<file path="src/rtl/regfile_scoreboard.sv">
// Register file with async read ports, bypassed sync write, hardwired-zero r0,
// a per-register busy scoreboard, and a sequential clear sweep after reset.
module regfile_scoreboard #(
    parameter int DATA_W       = 32,
    parameter int NUM_REGS     = 16,
    parameter int NUM_RD_PORTS = 3,
    localparam int SEL_W       = $clog2(NUM_REGS)
) (
    input  logic                            clk,
    input  logic                            rst,
    output logic                            ready,
    input  logic [NUM_RD_PORTS*SEL_W-1:0]   rd_sel,
    output logic [NUM_RD_PORTS*DATA_W-1:0]  rd_data,
    output logic [NUM_RD_PORTS-1:0]         rd_busy,
    input  logic                            wr_en,
    input  logic [SEL_W-1:0]                wr_sel,
    input  logic [DATA_W-1:0]               wr_data,
    input  logic                            rsv_en,
    input  logic [SEL_W-1:0]                rsv_sel,
    output logic                            rsv_ack
);

    typedef enum logic {
        CLEAR = 1'b0,
        RUN   = 1'b1
    } state_t;

    state_t              state;
    state_t              state_next;
    logic [SEL_W-1:0]    clr_idx;
    logic [NUM_REGS-1:0] busy;
    logic [DATA_W-1:0]   regs [NUM_REGS];
    logic                run;
    logic                wr_live;
    logic                clr_last;

    // ready is the state itself: high exactly when the FSM is in RUN.
    assign run      = (state == RUN);
    assign ready    = run;
    assign wr_live  = run && wr_en;
    assign clr_last = (clr_idx == SEL_W'(NUM_REGS - 1));

    always_ff @(posedge clk) begin
        if (rst) begin
            state <= CLEAR;
        end else begin
            state <= state_next;
        end
    end

    always_comb begin
        state_next = state;
        case (state)
            CLEAR:   if (clr_last) state_next = RUN;
            RUN:     state_next = RUN;
            default: state_next = CLEAR;
        endcase
    end

    always_ff @(posedge clk) begin
        if (rst) begin
            clr_idx <= '0;
        end else if (state == CLEAR) begin
            clr_idx <= clr_idx + SEL_W'(1);
        end
    end

    always_ff @(posedge clk) begin
        if (!rst) begin
            if (state == CLEAR) begin
                regs[clr_idx] <= '0;
            end else if (wr_en && wr_sel != '0) begin
                regs[wr_sel] <= wr_data;
            end
        end
    end

    // A reservation of a register being written back this cycle is accepted;
    // the set is applied after the clear so the reservation wins.
    assign rsv_ack = run && rsv_en && (rsv_sel != '0) &&
                     (!busy[rsv_sel] || (wr_en && wr_sel == rsv_sel));

    always_ff @(posedge clk) begin
        if (rst) begin
            busy <= '0;
        end else if (run) begin
            if (wr_en) busy[wr_sel] <= 1'b0;
            if (rsv_ack) busy[rsv_sel] <= 1'b1;
        end
    end

    for (genvar p = 0; p < NUM_RD_PORTS; p++) begin : g_rd
        logic [SEL_W-1:0] sel;
        logic             hit;
        assign sel = rd_sel[p*SEL_W +: SEL_W];
        assign hit = wr_live && (wr_sel == sel);
        assign rd_data[p*DATA_W +: DATA_W] = (!run || sel == '0) ? '0 :
                                             hit ? wr_data : regs[sel];
        assign rd_busy[p] = run && (sel != '0) && busy[sel] && !hit;
    end

endmodule

</file>
<file path="config.mk">
export PLATFORM = sky130hd
export DESIGN_NAME = regfile_scoreboard
export DESIGN_NICKNAME = d
export VERILOG_FILES = /design/src/rtl/regfile_scoreboard.sv
export SDC_FILE = /design/constraint.sdc
export NUM_CORES = 1
export LEC_CHECK = 0
export ABC_CLOCK_PERIOD_IN_PS = 4300
export CORE_MARGIN = 3
export CORE_UTILIZATION = 55
export DETAILED_ROUTE_END_ITERATION = 10
export PLACE_DENSITY = 0.84
export SLEW_MARGIN = 20
export SYNTH_ARGS = -nofsm -noshare
export SYNTH_HDL_FRONTEND = slang
export SYNTH_SLANG_ARGS = --single-unit
</file>
<file path="constraint.sdc">
create_clock -name clk -period 4.3 [get_ports clk]
set_clock_uncertainty 0.15 [all_clocks]
set_input_delay 1.075 -clock clk [delete_from_list [all_inputs] [get_ports clk]]
set_output_delay 1.075 -clock clk [all_outputs]
set_load 0.05 [all_outputs]
</file>
Word-level counts from Yosys, hierarchy flattened. Memory sizes are Yosys's and may differ from the RTL's. Index checks and enable logic that the tools add are counted.

Flip-flop bits (word level): 21. Memory bits (writable): 512. Bits of input ports: 56. Output and inout port bits: 101. Word-level logic and storage cells: 93. Memories kept: 1.

Add/subtract/negate cells: 1. Magnitude comparators: 7. Eq/ne operators: 5. Muxes and demuxes: 34. Bitwise gates (word level): 4. Reductions and logical operators: 38.

Memory list: regs (depth 16, width 32, read ports 3, clocked after Yosys merged registers in 0, write ports 1, line 32) `logic [DATA_W-1:0] regs [NUM_REGS];`.

Operator list (number): $mux W32 (7); $mux W16 (4); $reduce_or A32 Y1 (1); $lt A4 B5 Y1 const B (5); $logic_and A1 B1 Y1 (20); $reduce_bool A4 Y1 (5); $and A16 B16 Y16 (1); $bmux W1 S4 (4); $eq A4 B4 Y1 (4); $not A16 Y16 (1); $or A16 B16 Y16 (1); $mux W1 (15); $logic_not A4 Y1 (3); $demux W1 S4 (2); $ge A4 B1 Y1 const B (2); $logic_not A1 Y1 (5); $add A4 B1 Y4 const B (1); $eq A4 B4 Y1 const B (1); $logic_or A1 B1 Y1 (4); $mux W4 (1); $pmux W1 S2 (1); $not A1 Y1 (1).

Longest topological paths before layout. Gate-level depths: netlist of run 1.

Depth after elaboration: 11. Mapped depth: 7. Gate-level depth less buffers: 4.

Least setup slack after synthesis of run 1. Ideal clock, no wire load.

Path kind: input port to output port. Start: input port rsv_sel[0]. End: output port rsv_ack. Data arrival time: 2.953 ns. Required time: 3.075 ns. Setup slack: 0.122 ns. Cell stages on the path: 5. Buffers on the path: 1. Cell sequence: buf_2 -> mux4_2 -> nor2b_1 -> a211o_1 -> a21oi_1.

Word-level cells in the longest chain between the ends: 5. Elaborated cells on any way between the ends: 9. Those cells by class: eq/ne: 1; mux: 2; reduce/logical: 6.

RTL lines: from (decl) (line 19) `input logic [SEL_W-1:0] rsv_sel,`; $bmux W1 S4 (line 81) `(!busy[rsv_sel] || (wr_en && wr_sel == rsv_sel));`; $mux W1 (not written as such) (line 81); $logic_not A1 Y1 (line 81); $logic_or A1 B1 Y1 (line 81); $logic_and A1 B1 Y1 * (line 80) `assign rsv_ack = run && rsv_en && (rsv_sel != '0) &&`; to (decl) (line 20) `output logic rsv_ack`.

Every way passes the cells marked *; elsewhere a longest branch is shown, timed or not. The select of a mux whose other input is x is not followed.

Worst setup path in the final report of run 1.
Start: input port rd_sel[11]. End: output port rd_data[80].

Word-level cells in the longest chain between the ends: 4. Elaborated cells on any way between the ends: 7. Those cells by class: eq/ne: 1; mux: 2; reduce/logical: 3; memory: 1.

RTL lines: from (decl) (line 12) `input logic [NUM_RD_PORTS*SEL_W-1:0] rd_sel,`; branches (longest 3 deep; another with $mem_v2 Z16 W32); $mux W32 * (line 97) `assign rd_data[p*DATA_W +: DATA_W] = (!run || sel == '0) ? '0 :`; to (decl) (line 13) `output logic [NUM_RD_PORTS*DATA_W-1:0] rd_data,`.

Every way passes the cells marked *.

==> results of run 1 <==
-- cells by family after synthesis --
group	after synthesis
flops	533
mux	411
compound gates	335
simple gates	236
buf+inv	183
xor+xnor	19
fa+ha+maj	1
-- power groups by stage --
stage / Clock [W] / Combinational [W] / Sequential (W)
after global routing: 0.00515 / 0.00134 / 0.00571
final: 0.00497 / 0.00130 / 0.00571
after CTS: 0.00496 / 0.00126 / 0.00571
after floorplan: 0 / 0.000733 / 0.00580
after detailed placement: 0 / 0.00123 / 0.00581
after global placement: 0 / 0.00121 / 0.00580
-- layout make-up --
class,instances,area (um^2)
Inverter,3,11.3
Clock buffer,63,1410
Multi-Input combinational cell,1003,13600
Fill cell,3041,16300
Clock inverter,37,433
Tap cell,688,861
Timing Repair Buffer,321,4820
Sequential cell,533,15800
-- critical path, cell delays in order --
cell and delay, ns:
clkdlybuf4s50_1 0.52, buf_6 0.22, and2_2 0.24, buf_12 0.18, a22oi_2 0.25, nand2_1 0.16, a22o_1 0.24, buf_12 0.16
-- through the flow --
| step | total power (W) | setup slack (ns) | hold slack, ns |
|---|---|---|---|
| final | 0.0120 | 0.0172 | 0.377 |
| after global placement | 0.00701 | -0.115 | 0.361 |
| after floorplan | 0.00654 | 0.122 | 0.322 |
| after global routing | 0.0122 | -0.0203 | 0.406 |
| after detailed placement | 0.00705 | -0.193 | 0.373 |
| after CTS | 0.0119 | 0.000876 | 0.377 |
-- worst max path at each step --
stage          startpoint          end  slack, ns  depth (start not counted)
2_1_floorplan  rsv_sel[0]      rsv_ack       0.12                          5
3_3_place_gp    rd_sel[6]  rd_data[43]      -0.11                          7
3_5_place_dp    rd_sel[6]  rd_data[46]      -0.19                          7
4_1_cts        rd_sel[11]  rd_data[92]     0.0009                          7
5_1_grt         wr_sel[0]  rd_data[92]      -0.02                          8
6_report       rd_sel[11]  rd_data[80]       0.02                          8
-- flip-flops by register name (all words and copies together), names as in the netlist --
signal and cells:
clr_idx 4, regs 512, busy 16, ready 1
-- synth_stat cells, types with 3 or more instances --
| master | instances | area (um^2) |
|---|---|---|
| a22o_1 | 97 | 850 |
| a22oi_1 | 192 | 1440 |
| a31oi_1 | 5 | 31.3 |
| a41oi_2 | 3 | 48.8 |
| and2_1 | 37 | 231 |
| buf_1 | 7 | 26.3 |
| buf_2 | 58 | 290 |
| buf_4 | 3 | 22.5 |
| buf_6 | 24 | 270 |
| clkbuf_1 | 88 | 330 |
| dfxtp_1 | 21 | 420 |
| edfxtp_1 | 512 | 15400 |
| inv_1 | 3 | 11.3 |
| mux2_2 | 3 | 33.8 |
| mux2i_1 | 9 | 90.1 |
| mux4_2 | 399 | 8990 |
| nand2_1 | 108 | 405 |
| nand3_1 | 22 | 110 |
| nand4_1 | 4 | 25.0 |
| nor2_1 | 34 | 128 |
| nor2b_1 | 9 | 56.3 |
| nor3_1 | 3 | 15.0 |
| nor4_2 | 3 | 37.5 |
| o211a_1 | 4 | 40.0 |
| o211ai_1 | 4 | 30.0 |
| o31ai_1 | 15 | 113 |
| o41ai_2 | 3 | 48.8 |
| xnor2_1 | 12 | 105 |
| xor2_1 | 5 | 43.8 |
-- cells in the final DEF (no fill, tap or decap), types with 21 or more instances in the layout --
cell type	netlist	layout
buf_12	0	178
dfxtp_1	21	21
mux4_2	399	399
clkdlybuf4s50_1	0	44
and2_1	37	34
nand3_1	22	21
clkbuf_16	0	57
a22oi_1	192	189
nand2_1	108	106
edfxtp_1	512	512
a22o_1	97	90
buf_4	3	82
-- per-layer routing --
layer  track usage, %  share of wire (%)
met2             57.7                 49
met5                0                  0
met3             9.62                 14
met4             21.9                6.8
met1             42.7                 30
-- timing repair --
action                     4_1_cts  5_1_grt
pin swaps                        5        2
buffers inserted                 1        1
hold endpoints to repair         0        0
resized for setup               19       22
cloned                           1        1
setup endpoints to repair       95       89
==> impl_metrics.json, run 1 <==
{
  "wl_um": 101000,
  "synth_xor_area_share_pct": 0.607,
  "synth_fa_ha_area_share_pct": 0.0419,
  "drive_above_1_share_pct": 41.7,
  "synth_edf_count": 512,
  "p_leak_nw": 13.0,
  "syn_avg_cell_area_um2": 17.4,
  "cp.arrival_ns": 3.06,
  "synthMuxAreaShare_pct": 30.5,
  "cts-root-buf": "clkbuf_16",
  "die_h_um": 239,
  "synth_ff_type": "edfxtp_1",
  "worstReg2RegEnd": "regs[4][27]",
  "port-buffer-count": 156,
  "numCtsBuffers": 54,
  "start_kind": "primary input",
  "cts.sinks": 533,
  "drc": 0,
  "power_frac_clock_pct": 41.5,
  "rows": 84,
  "grt_pass1_vias": 22268,
  "io_pins": 157,
  "async_flop_share_pct": 0,
  "synth_area_mm2": 0.0299,
  "vdd_drop_max_uv": 354,
  "hold_path.class": "flop to flop",
  "clk_latency_ns": 0.60,
  "swShare_pct": 23.7,
  "holdPathStages": 2,
  "n_antenna_cell": 0,
  "hold_end": "busy[5]",
  "clk_pin_slew_ns": 0.06,
  "tns_ns": 0,
  "period_share_pct": 99.6,
  "finalHoldViolCount": 0,
  "status": "complete, no violations",
  "rsz0062_at_grt": "yes",
  "internal-power_w": 0.00914,
  "max_slew_margin_pct": 24.7,
  "firstDrtPassIters": 6,
  "fin_nets": 1973,
  "dp.cells": 2544,
  "cts_hold_buffers": 0,
  "track_usage_pct": 35.5,
  "placed_area_mm2": 0.0348,
  "ctsLongestPathBuffers": 3,
  "htreeDepth": 2,
  "pwr-share-seq_pct": 47.7,
  "via_count": 21666,
  "drtIter0Drc": 3862,
  "netlist_instances": 1718,
  "r2r-start": "ready",
  "synth-seq-cells": 533,
  "rr_worst_depth": 5,
  "cap_viol_max_count": 0,
  "cp.required_ns": 3.07,
  "setup_viol": 0,
  "power_density_mw_per_mm2": 325,
  "die_area_mm2": 0.0572,
  "gp_congestion": 0.897,
  "worstHoldStart": "busy[5]",
  "area_growth_pct": 23.4,
  "grt_pass1_wl_um": 148000,
  "syn_nets": 1775,
  "seq_area_frac_synth_pct": 52.9,
  "design_area_mm2": 0.0369,
  "ant_nets": 0,
  "ys_warn_count": 0,
  "grt_overflow": 0,
  "p_comb_share_pct": 10.9,
  "synth_compound_area_share_pct": 9.03,
  "grt_start_max_net_pins": 34,
  "fin_util_pct": 69.4,
  "crit_fanout": 17,
  "r2r_slack_ns": 1.14,
  "coreArea_mm2": 0.0532,
  "timing.fmax_ghz": 0.233,
  "grt_antenna_before_repair": 0,
  "die_w_um": 239,
  "period_needed_ns": 4.28,
  "endpoint_kind": "output port",
  "viasPerCell": 8.18,
  "yosys.area_share.simple_pct": 3.79,
  "ys_types": 52,
  "start_util_pct": 56.2,
  "synth_top_family_by_area": "multiplexers",
  "cts_tree": "done",
  "critical_path_class": "primary input to output port",
  "dpl.hpwl_um": 60200,
  "final_cells": 2648,
  "maxSlewViolCount": 0,
  "p_switching_w": 0.00283,
  "routedWlPerCell_um": 38.1,
  "tightest_slew_ns": 1.12
}
No activity file was read; power rests on OpenSTA's default activity.
==> run 2, diff against run 1 <==
- SETUP_SLACK_MARGIN: default -> 0.4
==> impl_metrics.json, run 2 (synthesis gave the netlist of run 1 again) <==
{
  "period_share_pct": 99.8,
  "finalHoldViolCount": 0,
  "die_area_mm2": 0.0572,
  "start_kind": "primary input",
  "largest_reg_flops": 512,
  "cp_top_family": "buffers and inverters",
  "cts-root-buf": "clkbuf_16",
  "mostFrequentLayoutCells": "edfxtp_1 (512), mux4_2 (399), buf_12 (201)",
  "ff_latch_area_mm2": 0.0158,
  "holdWs_ns": 0.421,
  "die_h_um": 239,
  "setup_viol": 0,
  "nFillCells": 2420,
  "finalPower_w": 0.0124,
  "clk_latency_ns": 0.65,
  "cp.arrival_ns": 3.07,
  "port-buffer-count": 156,
  "grt_antenna_before_repair": 1,
  "max_slew_margin_pct": 23.2,
  "timing.fmax_ghz": 0.233,
  "critical_path_class": "primary input to output port",
  "firstDrtPassIters": 8,
  "grt_overflow": 0,
  "path_buf_inv": 4,
  "routedWlPerCell_um": 47.7,
  "design_area_mm2": 0.0409,
  "critPathMostFrequentCell": "buf_12",
  "cts_hold_buffers": 0,
  "start_util_pct": 56.2,
  "crit_chain": "clkbuf_16 -> buf_12 -> buf_12 -> mux4_2 -> a22oi_1 -> nand2_2 -> a22o_4 -> buf_12",
  "fin_util_pct": 76.9,
  "p_leak_nw": 14.8,
  "io_pins": 157,
  "grt_pass1_vias": 25000,
  "top_register": "regs",
  "vdd_drop_max_uv": 276,
  "fin_nets": 2134,
  "setup_ws_ns": 0.00800,
  "wl_um": 134000,
  "placed_area_mm2": 0.0349,
  "status": "complete, no violations",
  "cpMaxStageDelayCell": "mux4_2",
  "drtIter0Drc": 5294,
  "tightest_slew_ns": 1.15,
  "crit_fanout": 9,
  "multi_input_comb_area_mm2": 0.0149,
  "coreArea_mm2": 0.0532,
  "maxSlewViolCount": 0,
  "gp_congestion": 0.907,
  "drive_above_1_share_pct": 57.1,
  "top_regs": "regs (512), busy (16), clr_idx (4)",
  "numCtsBuffers": 54,
  "drc": 0,
  "endpoint_kind": "output port",
  "grt_pass1_wl_um": 178000,
  "area_growth_pct": 36.9,
  "track_usage_pct": 43.9,
  "viasPerCell": 8.97,
  "die_w_um": 239,
  "rsz0062_at_grt": "yes",
  "rows": 84,
  "cts.sinks": 533,
  "hold_path.class": "flop to flop",
  "dpl_worst_slack_ns": -0.118,
  "grt_start_max_net_pins": 33,
  "ant_nets": 0,
  "cap_viol_max_count": 0,
  "cp.required_ns": 3.07,
  "cpPeakStageDelay_ns": 0.57,
  "final_common_cell": "edfxtp_1",
  "via_count": 25206,
  "power_density_mw_per_mm2": 304,
  "cts_tree": "done",
  "clk_pin_slew_ns": 0.07,
  "dpl.hpwl_um": 61800,
  "period_needed_ns": 4.29,
  "ctsLongestPathBuffers": 3,
  "htreeDepth": 2
}
[run 2: cell types whose count changed in the layout (fill, tap and decap cells not counted), moves of 44 or more]
cell / change
a22o_1: -66
buf_4: +49
a22oi_1: -116
a22o_4: +66
a22oi_2: +116
buf_16: +44
[run 2: worst paths after layout]
| kind | startpoint | endpoint | slack, ns | cells past startpoint |
|---|---|---|---|---|
| worst min register to register | busy[0] | busy[0] | 0.42 | 1 |
| worst max-delay path | rd_sel[8] | rd_data[77] | 0.008 | 8 |
| worst min-delay path | busy[0] | busy[0] | 0.42 | 1 |
| worst max register to register | ready | regs[11][14] | 1.07 | 7 |
[run 2: repair_timing]
action	CTS	global route
resized for setup	331	115
pin swaps	126	86
buffers inserted	72	23
cloned	38	7
endpoints found under the setup margin	100	100
[run 2: per-layer routing]
layer / GRT usage (%) / routed length, um / vias to the layer above
li1: - / - / 8265
met1: 49.6 / 35700 / 12032
met2: 66.2 / 58300 / 3620
met3: 18.7 / 24000 / 1289
met4: 34.1 / 15800 / 0
met5: 0 / 0 / -
[run 2: metrics by stage]
stage                     TNS, ns  std cells
after CTS                       0       2777
after detailed placement    -4.70       2569
after global routing            0       2807
after global placement      -1.72       2569
final                           0       2809
after floorplan                 0       1718
[run 2: area by class of cell]
| cell class | count | share of cell area, % |
|---|---|---|
| repair buffers | 483 | 18.6 |
| well taps | 688 | 2.10 |
| diodes | 2 | 0.0122 |
| flip-flops and latches | 533 | 38.6 |
| multi-input cells | 1002 | 36.4 |
| clock buffers | 65 | 3.56 |
| inverters | 3 | 0.0275 |
| clock inverters | 33 | 0.746 |
[run 2: report_power, final]
part / switching (W) / total (W) / internal [W]
sequential: 0.0000537 / 0.00572 / 0.00567
clock: 0.00222 / 0.00498 / 0.00276
combinational: 0.000934 / 0.00174 / 0.000803
==> edit (config.mk and constraints of run 1) <==
Make the reset (`rst`) asynchronous in 3 clocked blocks.
--- a/src/rtl/regfile_scoreboard.sv
+++ b/src/rtl/regfile_scoreboard.sv
@@ -42,3 +42,3 @@
 
-    always_ff @(posedge clk) begin
+    always_ff @(posedge clk or posedge rst) begin
         if (rst) begin
@@ -59,3 +59,3 @@
 
-    always_ff @(posedge clk) begin
+    always_ff @(posedge clk or posedge rst) begin
         if (rst) begin
@@ -82,3 +82,3 @@
 
-    always_ff @(posedge clk) begin
+    always_ff @(posedge clk or posedge rst) begin
         if (rst) begin
Check against the original RTL: no difference found for any inputs over 4 cycles, from zero or initial values and one cycle with rst high; that may be too few to reach the edited logic, so the function may still have changed.
==> edit against run 1 <==
The flow now finishes with violations (negative setup slack). Worst setup slack worse by 49 ps. Hold slack better by 8.6 ps. Clock power down 6.8%. Global-route usage down 0.90 points. Sequential cell count unchanged. Cell area down 0.23%. Combinational power up 65%. Total power up 4.8%. Via count down 1.6%. Critical path depth unchanged. Synthesized area about the same. Routed wire length down 1.2%. Critical path type unchanged. Critical endpoint is now rd_data[3]. Largest cell class unchanged.
==> edit: results (changes against run 1) <==
stage,metric,value,unit,change
synthesis,post-synthesis sequential area ratio,53.3,%,+0.40 points
routing,Pre-antenna DRT Iters,8,,+2
worst_setup_path,Critical Path Max Stage Delay,620,ps,+100 ps
power_and_ir_drop,Lkg Pwr,13.4,nW,+3.4%
sta,final setup vio count,2,,+2
layout,Layout Nets,1975,,+0.10%
cts,setup bufs post-CTS,1,,unchanged
power_and_ir_drop,Peak VDD IR,0.000300,V,-15%
cts,post-CTS sizing,9,,-10
global_routing,Global Route Usage Sum,34.6,%,-0.90 points
cts,CTS Buf Count,54,,unchanged
worst_setup_path,critical path's slowest cell,clkdlybuf4s50_1,,
synthesis,Post-synth EDFFs,512,,unchanged
worst_setup_path,"Data arrival, critical path",3110,ps,+50 ps
synthesis,"Distinct cells, synth",43,,-17%
outcome,failing checks,negative setup slack,,
synthesis,"top cells by area, synth","edfxtp_1 (52%), mux4_2 (30%), a22oi_1 (4.8%), a22o_1 (2.8%), dfrtp_1 (1.8%)",,
synthesis,commonest cells in the netlist,"edfxtp_1 (512), mux4_2 (401), a22oi_1 (192), nand2_1 (114), a22o_1 (96)",,
global_routing,first-pass GRT wire length,144000,um,-2.4%
synthesis,syn nets,1757,,-1.0%
worst_setup_path,critical-path maximum fanout,6,,-11
layout,largest registers,"regs (512), busy (16), clr_idx (4)",,
hold_path,min-delay worst type,flop to flop,,
sta,Tightest Pin Transition,1040,ps,-79.7 ps
routing,WL/cell,37.5,um,-1.4%
routing,Iteration-0 DRC Markers,3665,,-5.1%
global_routing,vias in the first global route,22300,,+0.0045%
synthesis,asr flop ratio synth,3.94,%,+3.9 points
routing,routed vias/inst,8.04,,-1.7%
worst_setup_path,reg2reg path depth,6,,+1
place,RD Place Congestion,0.940,,+4.7%
global_routing,antenna violations before repair,4,,+4
sta,Setup WS post-layout,-32.1,ps,-49.3 ps
outcome,status,finished with violations,,
hold_path,Worst Hold Depth,1,,-1
place,Place WS,-241,ps,-47.6 ps
layout,layout cells sized above 1,41.7,%,about the same
place,post-DP HPWL,60800,um,+1.1%
cts,H-tree depth,2,,unchanged
layout,fill count,3059,,+0.59%
sta,Final TNS setup,-60.9,ps,-60.9 ps
==> edit: cell count changes in the layout (fill, tap and decap cells not counted), moves of 7 or more <==
cell	change
o21ai_0	+14
nor2_1	-7
buf_4	+16
nand3_1	-15
nand2_1	+8
dfxtp_1	-21
xor2_1	+10
dfrtp_1	+21
a21oi_4	+8
==> edit: layer usage <==
| metal | vias to the layer above | track usage, % | share of wire (%) |
|---|---|---|---|
| met5 | - | 0 | 0.0090 |
| met2 | 2290 | 55.6 | 49 |
| li1 | 7883 | - | - |
| met4 | 2 | 20.2 | 6.7 |
| met1 | 10600 | 42.4 | 30 |
| met3 | 543 | 9.91 | 15 |
==> edit: final timing paths <==
path,start,endpoint,slack (ps)
worst max-delay path,rd_sel[2],rd_data[3],-30
worst min-delay path,clr_idx[3],clr_idx[3],390
worst max register to register,ready,regs[2][31],1160
worst min register to register,clr_idx[3],clr_idx[3],390
max in group asynchronous,rst,busy[13],2550
min in group asynchronous,rst,busy[5],960
==> edit: worst reg2reg max path, cell delays in order, from the launching register on <==
cell      delay (ps)
dfrtp_1          500
buf_4            300
nand3b_1         190
a21oi_4          340
mux2i_1          880
nor2_4           230
buf_4            290
==> edit: cell type report <==
| cell class | instances | area [um2] | area share, % |
|---|---|---|---|
| Timing Repair Buffer | 338 | 4990 | 13.6 |
| Clock inverter | 33 | 274 | 0.745 |
| Inverter | 2 | 7.51 | 0.0204 |
| Antenna cell | 2 | 5.00 | 0.0136 |
| Clock buffer | 68 | 1430 | 3.87 |
| Multi-Input combinational cell | 989 | 13300 | 36.2 |
| Sequential cell | 533 | 15900 | 43.2 |
| Tap cell | 688 | 861 | 2.34 |
==> edit: power by group <==
| part | internal [mW] | leakage, nW | switching (mW) | total, mW |
|---|---|---|---|---|
| Clock | 2.59 | 0.828 | 2.04 | 4.63 |
| Combinational | 0.976 | 6.81 | 1.16 | 2.14 |
| Sequential | 5.72 | 5.80 | 0.0658 | 5.78 |
| Total | 9.28 | 13.4 | 3.27 | 12.6 |
==> edit: kinds of logic (layout without fill, tap and decap cells) <==
logic type | after synthesis | in the layout | synth area share, %
AO/OA/AOI/OAI | 343 | 343 | 8.94
XOR/XNOR | 19 | 19 | 0.557
adder cells (fa/ha/maj) | 1 | 1 | 0.0419
buffers and inverters | 178 | 441 | 3.21
flip-flops | 533 | 533 | 53.3
multiplexers | 411 | 411 | 30.6
other | 0 | 2 | 0
AND/OR/NAND/NOR | 215 | 215 | 3.39
==> edit: per-stage QoR <==
step	total power [mW]	hold slack (ps)	utilization [%]	instances	area, um2
2_1_floorplan	7.04	333	-	1700	29900
3_3_place_gp	7.91	357	65.4	2538	34800
3_5_place_dp	7.95	371	65.4	2538	34800
4_1_cts	12.5	385	68.7	2640	36500
5_1_grt	12.8	399	69.2	2653	36800
6_report	12.6	385	69.2	2653	36800
